File: src/rtl/block_bank_ctrl_pkg.sv
// ============================================================================
//  block_bank_ctrl_pkg : FSM state and block-operation encodings
//  Revision 1.0
// ============================================================================
`default_nettype none

package block_bank_ctrl_pkg;

  typedef enum logic [1:0] {
    S_IDLE  = 2'd0,
    S_ISSUE = 2'd1,
    S_WAIT  = 2'd2,
    S_RESP  = 2'd3
  } state_t;

  typedef enum logic [1:0] {
    OP_READ  = 2'd0,
    OP_WRITE = 2'd1,
    OP_CLEAR = 2'd2
  } op_t;

  // Clear outranks write when a requester raises both.
  function automatic op_t decode_op(input logic wr, input logic clr);
    return clr ? OP_CLEAR : (wr ? OP_WRITE : OP_READ);
  endfunction

endpackage

`default_nettype wire

File: src/rtl/block_bank_ctrl_arb.sv
// ============================================================================
//  rr_arbiter : combinational round-robin pick, searching upward from i_ptr
//  Revision 1.0
// ============================================================================
`default_nettype none

module rr_arbiter
  import block_bank_ctrl_pkg::*;
#(
  parameter int NREQ = 4,
  parameter int ID_W = 2
) (
  input  logic [NREQ-1:0] i_req,
  input  logic [ID_W-1:0] i_ptr,
  output logic [NREQ-1:0] o_gnt,
  output logic [ID_W-1:0] o_gnt_id
);

  logic            w_found;
  logic [ID_W-1:0] w_idx;

  always_comb begin
    o_gnt    = '0;
    o_gnt_id = '0;
    w_found  = 1'b0;
    w_idx    = '0;
    for (int k = 0; k < NREQ; k++) begin
      w_idx = ID_W'((int'(i_ptr) + k) % NREQ);
      if (!w_found && i_req[w_idx]) begin
        w_found       = 1'b1;
        o_gnt_id      = w_idx;
        o_gnt[w_idx]  = 1'b1;
      end
    end
  end

endmodule

`default_nettype wire

File: src/rtl/block_bank_ctrl.sv
// ============================================================================
//  block_bank_ctrl : shares a bank of storage blocks among NREQ requesters,
//  one transaction in flight, with ack timeout.   Revision 1.0
// ============================================================================
`default_nettype none

module block_bank_ctrl
  import block_bank_ctrl_pkg::*;
#(
  parameter int NREQ    = 4,
  parameter int DATA_W  = 16,
  parameter int ADDR_W  = 3,
  parameter int TIMEOUT = 15
) (
  input  logic                              clk,
  input  logic                              rst,
  input  logic [NREQ-1:0]                   i_req,
  input  logic [NREQ-1:0]                   i_req_write,
  input  logic [NREQ-1:0]                   i_req_clear,
  input  logic [NREQ*ADDR_W-1:0]            i_req_addr,
  input  logic [NREQ*DATA_W-1:0]            i_req_wdata,
  output logic [NREQ-1:0]                   o_done,
  output logic                              o_err,
  output logic [DATA_W-1:0]                 o_rdata,
  output logic [(1<<ADDR_W)-1:0]            o_blk_enable,
  output logic                              o_blk_write,
  output logic                              o_blk_rst,
  output logic [DATA_W-1:0]                 o_blk_wdata,
  input  logic [(1<<ADDR_W)*DATA_W-1:0]     i_blk_rdata,
  input  logic [(1<<ADDR_W)-1:0]            i_blk_ack
);

  localparam int ID_W  = (NREQ > 1) ? $clog2(NREQ) : 1;
  localparam int TMO_W = ($clog2(TIMEOUT + 1) < 4) ? 4 : $clog2(TIMEOUT + 1);

  state_t              r_state;
  state_t              w_state_nxt;
  logic [ID_W-1:0]     r_ptr;
  logic [ID_W-1:0]     r_id;
  logic [ADDR_W-1:0]   r_addr;
  op_t                 r_op;
  logic [DATA_W-1:0]   r_wdata;
  logic [DATA_W-1:0]   r_rdata;
  logic                r_err;
  logic [TMO_W-1:0]    r_tmo;

  logic [NREQ-1:0]     w_gnt;
  logic [ID_W-1:0]     w_gnt_id;
  logic                w_any;
  logic                w_ack_sel;
  logic                w_tmo_hit;

  rr_arbiter #(
    .NREQ (NREQ),
    .ID_W (ID_W)
  ) u_arb (
    .i_req    (i_req),
    .i_ptr    (r_ptr),
    .o_gnt    (w_gnt),
    .o_gnt_id (w_gnt_id)
  );

  assign w_any     = |w_gnt;
  assign w_ack_sel = i_blk_ack[r_addr];
  assign w_tmo_hit = (r_tmo == TMO_W'(TIMEOUT));

  always_ff @(posedge clk) begin
    if (rst) r_state <= S_IDLE;
    else     r_state <= w_state_nxt;
  end

  // Request fields are captured once at grant; later input changes are ignored.
  always_ff @(posedge clk) begin
    if (rst) begin
      r_ptr   <= '0;
      r_id    <= '0;
      r_addr  <= '0;
      r_op    <= OP_READ;
      r_wdata <= '0;
      r_rdata <= '0;
      r_err   <= 1'b0;
      r_tmo   <= '0;
    end else begin
      case (r_state)
        S_IDLE: begin
          if (w_any) begin
            r_id    <= w_gnt_id;
            r_addr  <= i_req_addr[w_gnt_id*ADDR_W +: ADDR_W];
            r_wdata <= i_req_wdata[w_gnt_id*DATA_W +: DATA_W];
            r_op    <= decode_op(i_req_write[w_gnt_id], i_req_clear[w_gnt_id]);
          end
        end
        S_WAIT: begin
          r_tmo <= r_tmo + 1'b1;
          if (w_ack_sel) begin
            r_rdata <= i_blk_rdata[r_addr*DATA_W +: DATA_W];
            r_err   <= 1'b0;
          end else if (w_tmo_hit) begin
            r_rdata <= '0;
            r_err   <= 1'b1;
          end
        end
        S_RESP: begin
          r_ptr <= (r_id == ID_W'(NREQ - 1)) ? '0 : r_id + 1'b1;
          r_tmo <= '0;
        end
        default: ;
      endcase
    end
  end

  always_comb begin
    w_state_nxt  = r_state;
    o_blk_enable = '0;
    o_blk_write  = 1'b0;
    o_blk_rst    = 1'b0;
    o_blk_wdata  = '0;
    o_done       = '0;
    case (r_state)
      S_IDLE: begin
        if (w_any) w_state_nxt = S_ISSUE;
      end
      S_ISSUE, S_WAIT: begin
        o_blk_enable[r_addr] = 1'b1;
        o_blk_write          = (r_op == OP_WRITE);
        o_blk_rst            = (r_op == OP_CLEAR);
        o_blk_wdata          = r_wdata;
        if (r_state == S_ISSUE)        w_state_nxt = S_WAIT;
        else if (w_ack_sel || w_tmo_hit) w_state_nxt = S_RESP;
      end
      S_RESP: begin
        o_done[r_id] = 1'b1;
        w_state_nxt  = S_IDLE;
      end
      default: w_state_nxt = S_IDLE;
    endcase
  end

  assign o_err   = r_err && (r_state == S_RESP);
  assign o_rdata = r_rdata;

endmodule

`default_nettype wire
File: config.mk
export PLATFORM = sky130hd
export DESIGN_NAME = block_bank_ctrl
export DESIGN_NICKNAME = d
export VERILOG_FILES = /design/src/rtl/block_bank_ctrl_pkg.sv /design/src/rtl/block_bank_ctrl_arb.sv /design/src/rtl/block_bank_ctrl.sv
export SDC_FILE = /design/constraint.sdc
export NUM_CORES = 1
export LEC_CHECK = 0
export ABC_AREA = 1
export CORE_MARGIN = 2
export CORE_UTILIZATION = 40
export CTS_CLUSTER_SIZE = 25
export DETAILED_ROUTE_END_ITERATION = 16
export DONT_BUFFER_PORTS = 1
export GPL_TIMING_DRIVEN = 0
export SYNTH_ARGS = -nofsm -noshare
export SYNTH_HDL_FRONTEND = slang
export SYNTH_HIERARCHICAL = 1
export SYNTH_SLANG_ARGS = --single-unit
File: constraint.sdc
create_clock -name clk -period 5.9 [get_ports clk]
set_input_delay 1.475 -clock clk [delete_from_list [all_inputs] [get_ports clk]]
set_output_delay 1.475 -clock clk [all_outputs]
set_load 0.02 [all_outputs]
Word-level counts from Yosys, hierarchy flattened. Index checks and enable logic that the tools add are counted.

Output and inout bits: 47. Register bits after elaboration: 48.

Equal/unequal tests: 9. Multipliers: 1. Mux-type cells: 54. $lt $le $gt $ge: 13. Add/subtract/negate cells: 5. Bitwise operators: 3. Shift-type cells: 3. Reductions and logical operators: 22.

Operators with widths (count): variable part select 128 x 8 -> 16 bit (1); variable part select 64 x 7 -> 16 bit (1); two-way mux 16 bit (3); two-way mux 1 bit (21); two-way mux 4 bit (5); < comparator 2 x 3 -> 1 bit (second input constant) (6); two-way mux 2 bit (9); binary-select mux 1 bit (select 2 bit) (6); bitwise OR 4 bit (3); variable part select 12 x 5 -> 3 bit (1); demux 1 bit (select 2 bit) (5); >= comparator 2 x 1 -> 1 bit (second input constant) (5); logical AND 1 bit (10); == test 2 bit (second input constant) (4); two-way mux 8 bit (1); case mux 4 bit (2 select lines) (1); case mux 2 bit (3 select lines) (1); AND reduction 2 bit (3); adder 2 x 1 -> 2 bit (second input constant) (2); adder 2 bit (second input constant) (2); adder 4 x 1 -> 4 bit (second input constant) (1); == test 2 x 1 -> 1 bit (second input constant) (2); == test 4 bit (second input constant) (1); < comparator 3 x 4 -> 1 bit (second input constant) (1); 12 further kinds (15).

Logic depth before layout (Yosys ltp).
Depth after elaboration: 16. Mapped depth: 18.

Modules after synthesis. The synthesis kept the hierarchy.

Modules (own cells, without submodules): block_bank_ctrl (seq. area each 960.9 um^2, cells each 689, area an instance 4172.8 um^2, instances 1); rr_arbiter (seq. area each 0.0 um^2, cells each 82, area an instance 515.5 um^2, instances 1).

Least setup slack after synthesis. Ideal clock, no wire load.

Kind: input-to-reg. From: input i_req[3]. To: register r_id[0]. Slack: 2.822 ns. Path buffers: 2. Stages: 13. Arrival: 2.950 ns. Path through: inv_1 > nand2_1 > nand3_4 > nand2_8 > nor2_2 > a21oi_1 > nand3_1 > nor2_1 > nand2_1 > nand2_1 > clkbuf_1 > buf_1 > a21oi_1.

Longest elaborated chain between the ends: 14.

RTL lines: from (decl) (line block_bank_ctrl.sv:17) `input logic [NREQ-1:0] i_req,`; binary-select mux 1 bit (select 2 bit) (line block_bank_ctrl_arb.sv:29) `if (!w_found && i_req[w_idx]) begin`; two-way mux 1 bit (not written as such) (line block_bank_ctrl_arb.sv:29); two-way mux 1 bit (line block_bank_ctrl_arb.sv:29); zero test 1 bit (line block_bank_ctrl_arb.sv:29); logical AND 1 bit (line block_bank_ctrl_arb.sv:29); two-way mux 1 bit (line block_bank_ctrl_arb.sv:29); zero test 1 bit (line block_bank_ctrl_arb.sv:29); logical AND 1 bit (line block_bank_ctrl_arb.sv:29); two-way mux 1 bit (line block_bank_ctrl_arb.sv:29); zero test 1 bit (line block_bank_ctrl_arb.sv:29); logical AND 1 bit (line block_bank_ctrl_arb.sv:29); two-way mux 4 bit (*) (line block_bank_ctrl_arb.sv:29); via w_gnt[3] (line block_bank_ctrl.sv:47) `logic [NREQ-1:0] w_gnt;`; OR reduction 4 bit (*) (line block_bank_ctrl.sv:63) `assign w_any = |w_gnt;`; AND reduction 2 bit (no source line) (*); to (signal assigned) (line block_bank_ctrl.sv:87) `r_id <= w_gnt_id;`; to (decl) (line block_bank_ctrl.sv:39) `logic [ID_W-1:0] r_id;`.

The timed path passes the listed nets; every way through them passes the cells marked *. The select of a mux whose other input is x is not followed. A chain may end at the register's enable or synchronous reset.

Worst setup path after layout.
From: register r_addr[0]. To: output o_blk_enable[2].

Longest elaborated chain between the ends: 5.

RTL lines: from (decl) (line block_bank_ctrl.sv:40) `logic [ADDR_W-1:0] r_addr;`; from (signal assigned) (line block_bank_ctrl.sv:88) `r_addr <= i_req_addr[w_gnt_id*ADDR_W +: ADDR_W];`; < comparator 3 x 4 -> 1 bit (not written as such) / >= comparator 3 x 1 -> 1 bit (equally long branches) (line block_bank_ctrl.sv:124) `o_blk_enable[r_addr] = 1'b1;`; logical AND 1 bit (not written as such) (line block_bank_ctrl.sv:124); two-way mux 1 bit (not written as such) (line block_bank_ctrl.sv:124); demux 1 bit (select 3 bit) (*) (line block_bank_ctrl.sv:124); two-way mux 8 bit (*) (line block_bank_ctrl.sv:119) `case (r_state)`; to (decl) (line block_bank_ctrl.sv:25) `output logic [(1<<ADDR_W)-1:0] o_blk_enable,`.

Mark *: on every way between the ends. The rest lies on a longest branch, timed or not.

==> results.sh <==
export IMPL_status="completed"
export IMPL_critical_path_class="flop to output pin"
export IMPL_synth_top_family_by_area="simple AND/OR/NAND/NOR gates"
export IMPL_netlist_instances=771
export IMPL_rows=39
export IMPL_fp_dieH_um=112
export IMPL_drc_errors=0
export IMPL_cts_tree="done"
export IMPL_synth_top_area_frac=0.205
export IMPL_via_per_inst=5.67
export IMPL_synth_area_mm2=0.00469
export IMPL_whs_endpoint="r_err"
export IMPL_reg2reg_depth=15
export IMPL_synth_simple_area_share=0.381
export IMPL_timing_rr_start="r_ptr[1]"
export IMPL_crit_path_end_kind="output pin"
export IMPL_postCtsSetupBuffers=0
export IMPL_num_io_pins=273
export IMPL_clkTransAtPathRegs_ns=0.07
export IMPL_port_buffers=0
export IMPL_synth_warnings=6
export IMPL_grt_max_degree=16
export IMPL_hold_buffers=0
export IMPL_grt_pass1_vias=5142
export IMPL_final_nets=1018
export IMPL_coreArea_mm2=0.0114
export IMPL_irDropWorstVdd_uv=241
export IMPL_overflow=0
export IMPL_fmax_ghz=0.275
export IMPL_r2r_end="r_addr[2]"
export IMPL_r2r_slack_ns=2.63
export IMPL_leakage_uw=0.00231
export IMPL_synth_compound_area_frac=0.249
export IMPL_critPathLaunchType="flop"
export IMPL_final_period_utilization=0.617
export IMPL_vias=5232
export IMPL_yosys_area_top_type="dfxtp_1"
export IMPL_clock_latency_ns=0.29
export IMPL_ctsRootBufferMaster="clkbuf_16"
export IMPL_first_iter_violations=382
export IMPL_wl_um=15900
export IMPL_yosys_top_cells_area="dfxtp_1 (20%), nor2_1 (11%), nand2_1 (9.2%)"
export IMPL_synth_seq_cells=48
export IMPL_synth_cell_types=39
export IMPL_die_width_um=112
export IMPL_clock_sinks=48
export IMPL_min_path_type="flop to flop"
export IMPL_synthAdderAreaFrac=0.0374
export IMPL_rsz0062_at_grt="false"
export IMPL_min_delay_path_depth=2
export IMPL_gp_congestion=1.00
export IMPL_numCtsBuffers=5
export IMPL_drv_cap=0
export IMPL_finalHoldViolCount=0
export IMPL_worstPathRequired_ns=4.43
export IMPL_path_max_fanout=10
export IMPL_tns_ns=0
export IMPL_post_cts_resized=0
export IMPL_ys_seq_area_frac=0.205
export IMPL_grt_use_total=0.239
export IMPL_syn_area_per_cell_um2=6.08
export IMPL_cts_htree_levels=2
export IMPL_synth_xor_area_share=0
export IMPL_worst_pin_slew_ns=0.740
export IMPL_crit_arrival_ns=2.17
export IMPL_syn_nets=1011
export IMPL_syn2layout_area_growth_pct=7.07
export IMPL_period_needed_ns=3.64
export IMPL_drv_slew=0
export IMPL_power_density_mw_per_mm2=477
export IMPL_skew_ns=0.0120
export IMPL_fin_util=0.440
export IMPL_finalSetupViolCount=0
export IMPL_synth_mux_area_frac=0
export IMPL_antenna_found_initial=0
export IMPL_wl_per_cell_um=17.3
export IMPL_start_util=0.411
export IMPL_grt_pass1_wl_um=24700
export IMPL_drive_gt1_frac=0.145
export IMPL_die_area_mm2=0.0126
export IMPL_antennaDiodeCount=0
export IMPL_clockBufferDepth=2
export IMPL_firstDrtPassIters=5
export IMPL_hold_start="r_err"
export IMPL_slew_headroom=0.503
export IMPL_place_detailed_hpwl_um=13000
export IMPL_ant_nets=0
-- power breakdown --
group | total [µW] | internal (µW) | switching, µW
Combinational | 1610 | 512 | 1090
Clock | 294 | 170 | 125
Sequential | 495 | 412 | 83.2
Total | 2400 | 1090 | 1300
-- worst max-delay path, cell delays in order (launching register included) --
cell and delay [ns]:
dfxtp_1 0.29, buf_2 0.16, inv_2 0.12, buf_2 0.21, clkbuf_1 0.46, nand2_1 0.23, nor2_1 0.40
-- through the flow --
step	power (µW)	hold slack [ns]	cell area (µm²)	instances	setup WS, ns
after floorplan	1710	0.430	4690	771	2.82
after global placement	2060	0.467	4870	914	2.16
after detailed placement	2090	0.465	4870	914	2.15
after CTS	2390	0.478	5020	922	2.31
after global routing	2630	0.506	5020	922	2.13
final	2400	0.475	5020	922	2.26
-- layout by cell type (no fill, tap or decap), types with 2 or more instances in the layout --
cell type and n:
nand2_1 115, nor2_1 138, or2_2 47, nor2_8 4
o21ai_0 79, a21boi_0 4, ha_1 14, o22ai_1 21
clkbuf_16 5, inv_6 2, o21ai_1 2, nand4_1 3
a21oi_1 17, nand3_2 2, nor2_2 2, o211ai_1 48
a21oi_2 9, a211oi_1 5, inv_2 4, buf_6 2
nand2_8 2, dfxtp_1 48, buf_1 3, inv_1 88
nand2_4 3, nand3_1 43, clkbuf_1 32, buf_2 11
nand2_2 13
-- cells by family (layout without fill, tap and decap cells) --
family                   after synthesis  in the layout
AND/OR/NAND/NOR                      376            376
AO/OA/AOI/OAI                        189            189
flip-flops                            48             48
buffers and inverters                144            152
adder cells (fa/ha/maj)               14             14
-- cell usage after synthesis (all sizes together) --
master  count
o21bai      1
nand2     133
a21oi      26
o41ai       1
bufinv      1
nand4       3
a31oi       1
clkbuf     32
clkinv      1
nor3        1
inv        93
or2        47
nor2      145
buf        17
o211ai     48
a211oi      5
dfxtp      48
o22ai      21
a21boi      4
nand3      46
ha         14
o21ai      82
nor4        1
-- sequential cells by signal (all words and copies together) (netlist names) --
register and flops:
o_rdata 16, r_addr 3, r_err 1, r_id 2
r_op 2, r_ptr 2, r_state 2, r_tmo 4
r_wdata 16
-- how the worst max path moves through the flow --
stage	start	to	slack [ns]	depth (start not counted)
CTS	r_addr[0]	o_blk_enable[2]	2.31	6
detailed placement	i_req[1]	r_addr[1]	2.15	13
global placement	i_req[1]	r_addr[2]	2.16	13
finish	r_addr[0]	o_blk_enable[2]	2.26	6
global route	r_addr[0]	o_blk_enable[2]	2.13	6
floorplan	i_req[3]	r_id[0]	2.82	13
-- per-layer routing --
metal  vias up  share of wire  track usage
met2       258           0.49        0.415
met3        20          0.076       0.0427
li1       2519              -            -
met1      2435           0.42        0.310
met4         0          0.012       0.0545
met5         -              0            0
-- layout make-up --
cell class,count,area [µm²]
tap,143,179
clock buffer,6,139
fill,1294,6400
buffer,49,224
inverter,95,375
clock inverter,2,13.8
multi-input combinational,579,3130
sequential,48,961
(Power assumes the default switching activity.)
